## config.mk

```make
export PLATFORM = sky130hd
export DESIGN_NAME = dct_mac_sequencer
export DESIGN_NICKNAME = d
export VERILOG_FILES = /design/src/rtl/dct_mac_sequencer.sv
export SDC_FILE = /design/constraint.sdc
export NUM_CORES = 1
export LEC_CHECK = 0
export BUFFER_PORTS_ARGS = -buffer_cell sky130_fd_sc_hd__buf_4
export CAP_MARGIN = 15
export CORE_MARGIN = 2
export CORE_UTILIZATION = 45
export DETAILED_ROUTE_END_ITERATION = 10
export SETUP_SLACK_MARGIN = 0.02
export SYNTH_ARGS = -nofsm -noshare
export SYNTH_HDL_FRONTEND = slang
export SYNTH_SLANG_ARGS = --single-unit
export TNS_END_PERCENT = 20
```

## constraint.sdc

```tcl
create_clock -name i_clk -period 5.65 [get_ports i_clk]
set_input_delay 1.13 -clock i_clk [delete_from_list [all_inputs] [get_ports i_clk]]
set_output_delay 1.13 -clock i_clk [all_outputs]
set_load 0.005 [all_outputs]
```

## src/rtl/dct_mac_sequencer.sv

```systemverilog
// 8-point 1-D DCT sequencer: loads 8 samples, then time-multiplexes one external
// signed multiplier (one product per clock) to emit X[0..7] over a valid/ready stream.
module dct_mac_sequencer #(
    parameter int DATA_W = 8,
    parameter int PROD_W = 16,
    parameter int N      = 8
) (
    input  logic                     i_clk,
    input  logic                     i_rst,
    input  logic                     i_valid,
    input  logic signed [DATA_W-1:0] i_data,
    output logic                     o_ready,
    output logic                     o_valid,
    output logic signed [PROD_W-1:0] o_coef,
    output logic [2:0]               o_index,
    input  logic                     i_ready,
    output logic signed [DATA_W-1:0] o_mult_a,
    output logic signed [DATA_W-1:0] o_mult_b,
    input  logic signed [PROD_W-1:0] i_mult_p,
    output logic                     o_busy
);

    typedef enum logic [1:0] {
        LOAD = 2'd0,
        MAC  = 2'd1,
        OUT  = 2'd2
    } state_t;

    // Q1.6 cosine rows, n=0 in the most significant byte.
    function automatic logic [63:0] coef_row(input logic [2:0] k);
        case (k)
            3'd0:    coef_row = {8{8'sd23}};
            3'd1:    coef_row = {8'sd31, 8'sd27, 8'sd18, 8'sd6, -8'sd6, -8'sd18, -8'sd27, -8'sd31};
            3'd2:    coef_row = {8'sd30, 8'sd12, -8'sd12, -8'sd30, -8'sd30, -8'sd12, 8'sd12, 8'sd30};
            3'd3:    coef_row = {8'sd27, -8'sd6, -8'sd31, -8'sd18, 8'sd18, 8'sd31, 8'sd6, -8'sd27};
            3'd4:    coef_row = {8'sd23, -8'sd23, -8'sd23, 8'sd23, 8'sd23, -8'sd23, -8'sd23, 8'sd23};
            3'd5:    coef_row = {8'sd18, -8'sd31, 8'sd6, 8'sd27, -8'sd27, -8'sd6, 8'sd31, -8'sd18};
            3'd6:    coef_row = {8'sd12, -8'sd30, 8'sd30, -8'sd12, -8'sd12, 8'sd30, -8'sd30, 8'sd12};
            3'd7:    coef_row = {8'sd6, -8'sd18, 8'sd27, -8'sd31, 8'sd31, -8'sd27, 8'sd18, -8'sd6};
            default: coef_row = 64'd0;
        endcase
    endfunction

    state_t                     state_r;
    logic [2:0]                 count_r;
    logic [2:0]                 k_r;
    logic [2:0]                 n_r;
    logic signed [PROD_W-1:0]   acc_r;
    logic signed [DATA_W-1:0]   x_r [N];
    logic [63:0]                row_s;
    logic signed [PROD_W-1:0]   sum_s;

    // Multiplier operands are only live during MAC; ~n_r selects byte n from the MSB side.
    always_comb begin
        row_s    = coef_row(k_r);
        o_mult_a = '0;
        o_mult_b = '0;
        if (state_r == MAC) begin
            o_mult_a = x_r[n_r];
            o_mult_b = row_s[{~n_r, 3'b000} +: 8];
        end else begin
            o_mult_a = '0;
            o_mult_b = '0;
        end
    end

    // Running sum restarts on n=0, wraps modulo 2^PROD_W.
    always_comb begin
        if (n_r == 3'd0) begin
            sum_s = i_mult_p;
        end else begin
            sum_s = acc_r + i_mult_p;
        end
    end

    // Sequencer FSM with registered handshake and result outputs.
    always_ff @(posedge i_clk or posedge i_rst) begin
        if (i_rst) begin
            state_r <= LOAD;
            count_r <= 3'd0;
            k_r     <= 3'd0;
            n_r     <= 3'd0;
            acc_r   <= '0;
            o_ready <= 1'b1;
            o_valid <= 1'b0;
            o_coef  <= '0;
            o_index <= 3'd0;
            o_busy  <= 1'b0;
            for (int i = 0; i < N; i++) begin
                x_r[i] <= '0;
            end
        end else begin
            case (state_r)
                LOAD: begin
                    if (i_valid && o_ready) begin
                        x_r[count_r] <= i_data;
                        if (count_r == 3'd7) begin
                            count_r <= 3'd0;
                            k_r     <= 3'd0;
                            n_r     <= 3'd0;
                            o_ready <= 1'b0;
                            o_busy  <= 1'b1;
                            state_r <= MAC;
                        end else begin
                            count_r <= count_r + 3'd1;
                        end
                    end
                end
                MAC: begin
                    acc_r <= sum_s;
                    n_r   <= n_r + 3'd1;
                    if (n_r == 3'd7) begin
                        o_coef  <= sum_s;
                        o_index <= k_r;
                        o_valid <= 1'b1;
                        state_r <= OUT;
                    end
                end
                OUT: begin
                    if (o_valid && i_ready) begin
                        o_valid <= 1'b0;
                        n_r     <= 3'd0;
                        if (k_r == 3'd7) begin
                            k_r     <= 3'd0;
                            o_ready <= 1'b1;
                            o_busy  <= 1'b0;
                            state_r <= LOAD;
                        end else begin
                            k_r     <= k_r + 3'd1;
                            state_r <= MAC;
                        end
                    end
                end
                default: begin
                    state_r <= LOAD;
                    o_ready <= 1'b1;
                    o_valid <= 1'b0;
                    o_busy  <= 1'b0;
                end
            endcase
        end
    end

endmodule

```

==> Word level (Yosys, flattened, before mapping) <==
Memory sizes are Yosys's and may differ from the RTL's.
Index checks and enable logic that the tools add are counted.
{ "word_totals": {"ff_bits": 113, "romBits": 488, "inputBits": 28, "output_inout_bits": 38, "wordCells": 92, "memories": 1} }
{ "op_classes": {"n_addsub": 4, "order_cmp": 3, "eq_ne": 10, "shifts": 1, "n_mux": 36, "bitwise_logic": 5, "reduce_logical": 14} }
{ "memory_table": {"columns": ["name", "words", "width", "read_ports", "rd_ports_with_merged_regs", "write_ports", "line_no", "text"], "rows": [
  ["(no name shown)", 8, 61, 1, 0, 0, "31", "case (k)"]
]} }
{ "ops": {"columns": ["operator", "n"], "rows": [
  ["bitwise mux 64 bit", 1],
  ["variable part select 64 x 7 -> 8 bit", 1],
  ["2-to-1 mux 8 bit", 5],
  ["binary-select mux 8 bit (select 3 bit)", 1],
  ["demux 8 bit (select 3 bit)", 1],
  ["2-to-1 mux 3 bit", 6],
  ["adder 16 bit", 1],
  ["2-to-1 mux 16 bit", 1],
  ["AND reduction 4 bit", 3],
  ["2-to-1 mux 1 bit", 11],
  ["adder 3 x 1 -> 3 bit (second input constant)", 3],
  ["equality test 3 bit (second input constant)", 3],
  ["case mux 1 bit (3 select lines)", 3],
  ["case mux 3 bit (3 select lines)", 1],
  [">= comparator 4 bit (second input constant)", 2],
  ["2-to-1 mux 2 bit", 4],
  ["inequality test 2 bit (second input constant)", 4],
  ["NOT 3 -> 4 bit", 2],
  ["case mux 2 bit (3 select lines)", 1],
  ["case mux 3 bit (2 select lines)", 1],
  ["AND reduction 5 bit", 1],
  ["< comparator 4 x 1 -> 1 bit (second input constant)", 1],
  ["AND reduction 2 bit", 2],
  ["logical AND 1 bit", 3],
  ["other kinds (10)", 11]
]} }

==> Depth between registers and ports, before layout <==
{ "logic_depth": {"ltp_word": 6, "mapped_depth": 10, "depth_no_buf": 9} }

==> Least setup slack after synthesis <==
No wires, ideal clock.
{ "synth_timing": {"path_kind": "reg2out", "from": "register k_r[1]", "to": "output o_mult_b[6]", "t_arrival_ns": 2.131, "required_ns": 4.520, "setup_slack_ns": 2.389, "stages_incl_launch_ff": 9, "n_path_buf": 2, "path_cell_list": "dfrtp_1 > clkbuf_1 > inv_1 > ha_1 > a21oi_1 > a311oi_1 > a21oi_1 > a211oi_1 > buf_4"} }
{ "synth_via": {"elab_chain_cells": 3} }
{ "synth_lines": {"columns": ["item", "line_no", "text"], "rows": [
  ["start: declaration", "46", "logic [2:0] k_r;"],
  ["start signal: assignment", "129", "k_r <= k_r + 3'd1;"],
  ["memory read (8 x 61 bit)", null, null],
  ["variable part select 64 x 7 -> 8 bit", "60", "o_mult_b = row_s[{~n_r, 3'b000} +: 8];"],
  ["2-to-1 mux 8 bit", "58", "if (state_r == MAC) begin"],
  ["end: declaration", "18", "output logic signed [DATA_W-1:0] o_mult_b,"]
]} }
Every way passes these cells.

==> Worst setup path in the final report <==
{ "layout_timing": {"from": "register k_r[2]", "to": "output o_mult_b[7]"} }
Same word-level chain as after synthesis.

==> flow_metrics.py <==
metrics = {
    "status": {
        "status": "completed",
    },
    "yosys": {
        "synth-seq-cells": 113,
        "yosys.area_share.simple": 0.1213,
        "yosysMostFrequentCell": "dfrtp_1",
        "synth_top_family_by_area": "multiplexers",
        "ys_types": 63,
        "synth_common_cells": "dfrtp_1, mux2_2, nand2_1",
        "mappedNetlistArea_um2": 6579,
        "synthArstFlopShare": 1.000,
        "synth-xor-area-share": 0.01864,
        "ys_seq_area_frac": 0.4300,
        "synth_edf_count": 0,
        "synth_top_area_share": 0.4260,
        "synth_fp_nets": 672,
        "synth_mux_area_frac": 0.2037,
        "avgSynthCellArea_um2": 10.68,
        "synth.largest_area_cell": "dfrtp_1",
        "synth_compound_area_frac": 0.1411,
        "yosysWarnings": 0,
        "ys_top_cells_by_area": "dfrtp_1, mux2_2, mux4_2",
        "synth_adder_area_share": 0.05439,
        "syn_inst": 616,
        "synth_top_flop_cell": "dfrtp_1",
    },
    "grt": {
        "overflow": 0,
        "grt_pass1_vias": 4841,
        "grt_use_met3": 0.04510,
        "use_met2": 0.3295,
        "antenna_found_initial": 0,
        "met1_usage": 0.2778,
        "grt_usage": 0.2048,
        "grt_first_pass_wirelength_um": 25380,
        "grt_max_degree": 69,
        "grt_busiest_layer": "met2",
    },
    "hold_path": {
        "min_path_cells": 2,
        "hold_path.class": "reg2reg",
    },
    "setup_path": {
        "arrival_ns": 2.95,
        "rr_worst_depth": 8,
        "critPathMostFrequentCell": "nor2_1",
        "slowest_stage": "dfrtp_1",
        "cp_cell_sequence": "clkinv_1, nor2_1, a21oi_1, nor2_1, nor3_1, a211oi_1, buf_4",
        "setup.worst_path.start_class": "flop",
        "slowest_delay_ns": 0.89,
        "worstSetupPathType": "reg2out",
        "endpoint_kind": "output port",
        "required_ns": 4.52,
        "cp_max_fo": 29,
    },
    "clock_tree": {
        "cts_buffers": 17,
        "cts_root_buf": "clkbuf_16",
        "cts_max_level": 4,
        "clock_path_buffers": 2,
        "cts_tree": "built",
        "numClockSinks": 113,
        "post_cts.repair.setup_buffers": 0,
        "hold_buffers": 0,
        "clkLatencyLatePin_ns": 0.42,
        "cts_resized": 0,
        "clk_pin_slew_worst_paths_ns": 0.06,
    },
    "routing": {
        "wl_per_cell_um": 17.66,
        "drt-vias-per-instance": 5.642,
        "detail-route-antenna-nets": 0,
        "vias": 4897,
        "drt_iter0_markers": 282,
        "wirelength_um": 15330,
        "drt_first_pass_iters": 4,
        "route.detailed.drc": 0,
    },
    "timing": {
        "setup_viol": 0,
        "tns_ns": 0,
        "finalCritPeriodShare": 0.7222,
        "worst_slew_pin_slew_ns": 0.8474,
        "clock.fmax_mhz": 245.1,
        "rsz0062_at_grt": "no",
        "setup_ws_ns": 1.570,
        "slew_headroom": 0.4351,
        "clock_skew_ns": 0.01582,
        "hold_viol": 0,
        "slew_viol_final": 0,
        "period_minus_slack_ns": 4.080,
    },
    "final_layout": {
        "n_antenna_cell": 0,
        "layout.cells.non_filler": 868,
        "finalInstanceArea_um2": 7746,
        "syn_to_final_growth_pct": 17.74,
        "final_net_count": 728,
        "drive_above_1_share": 0.3026,
    },
    "placed_design": {
        "placement.cell_area_um2": 7207,
        "pre_cts_ws_ns": 2.016,
        "post-dp-hpwl_um": 10270,
        "place_congestion": 0.8541,
        "io_buffers": 65,
        "dpl.cell_count": 837,
    },
    "die": {
        "fp.coreArea_um2": 14420,
        "rows": 44,
        "die_area_um2": 15600,
        "ioPinCount": 66,
        "dieHeight_um": 124.9,
        "die_w_um": 124.9,
        "initial_utilization": 0.4561,
    },
    "power": {
        "p_total_mw": 4.161,
        "p_leak_nw": 3.582,
        "peakVddDrop_mv": 0.2865,
        "p_per_area_nw_per_um2": 537.1,
    },
    "job": {
        "drv_cap": 0,
    },
}
layout make-up:
type	count	area (um2)
Timing Repair Buffer	73	548.0
Clock buffer	21	450.4
Tap cell	184	230.2
Multi-Input combinational cell	454	3547
Fill cell	1299	6678
Sequential cell	113	2830
Inverter	13	51.30
Clock inverter	10	88.84
worst max-delay path, delay by kind of cell (launching register included):
| kind | cells | cell delay (ns) |
|---|---|---|
| AO/OA/AOI/OAI | 2 | 0.48 |
| AND/OR/NAND/NOR | 3 | 0.47 |
| flip-flops | 1 | 0.89 |
| buffers and inverters | 2 | 0.68 |
sequential cells by signal, indices dropped and copies added (netlist names):
register,flops
o_index,3
n_r,3
x_r,64
count_r,3
o_ready,1
state_r,2
acc_r,16
o_valid,1
o_busy,1
o_coef,16
k_r,3
final timing paths:
check	from	end	slack [ns]
worst max-delay path	k_r[2]$_DFFE_PP0P_	o_mult_b[7]	1.57
worst min-delay path	o_coef[9]$_DFFE_PP0P_	o_coef[9]$_DFFE_PP0P_	0.48
worst max register to register	n_r[1]$_DFFE_PP0P_	o_coef[11]$_DFFE_PP0P_	3.05
worst min register to register	o_coef[9]$_DFFE_PP0P_	o_coef[9]$_DFFE_PP0P_	0.48
max in group asynchronous	i_rst	acc_r[8]$_DFFE_PP0P_	3.61
min in group asynchronous	i_rst	x_r[61]$_DFFE_PP0P_	0.90
metrics by stage:
stage / utilization / hold WS (ns)
after floorplan: - / 0.4538
after global placement: 0.4997 / 0.4652
after detailed placement: 0.4997 / 0.4725
after CTS: 0.5370 / 0.4846
after global routing: 0.5370 / 0.5066
final: 0.5370 / 0.4761
power breakdown:
group	total (mW)	internal (mW)	switching [mW]
logic	1.89	0.872	1.02
clock network	0.989	0.609	0.380
registers	1.28	1.07	0.214
total	4.16	2.55	1.61
layout by cell type, fill, tap and decap left out, drive strengths merged, types with 6 or more instances in the layout:
cell type,synthesis,routed
inv,11,11
xnor2,7,7
o21ai,55,55
nor2,51,51
a211oi,6,6
clkinv,2,7
buf,10,73
a31oi,10,10
nand3,9,9
a311oi,6,6
clkbuf,26,21
nand2b,6,6
mux4,18,18
nand2,56,56
a21o,6,6
xor2,7,7
ha,27,27
mux2,67,67
mux2i,18,18
nor3,10,10
dfrtp,112,112
a21oi,44,44
metal layers:
layer | part of all wire | routed length (um) | up-vias
li1 | - | - | 2364
met1 | 0.46 | 7037 | 2412
met2 | 0.48 | 7383 | 105
met3 | 0.048 | 730 | 16
met4 | 0.012 | 180 | 0
met5 | 0 | 0 | -
cell families after synthesis:
logic type,count (synthesis)
compound gates,152
xor+xnor,14
fa+ha+maj,28
buf+inv,49
flops,113
mux,103
simple gates,157
Power figures use the tool's default switching activity.
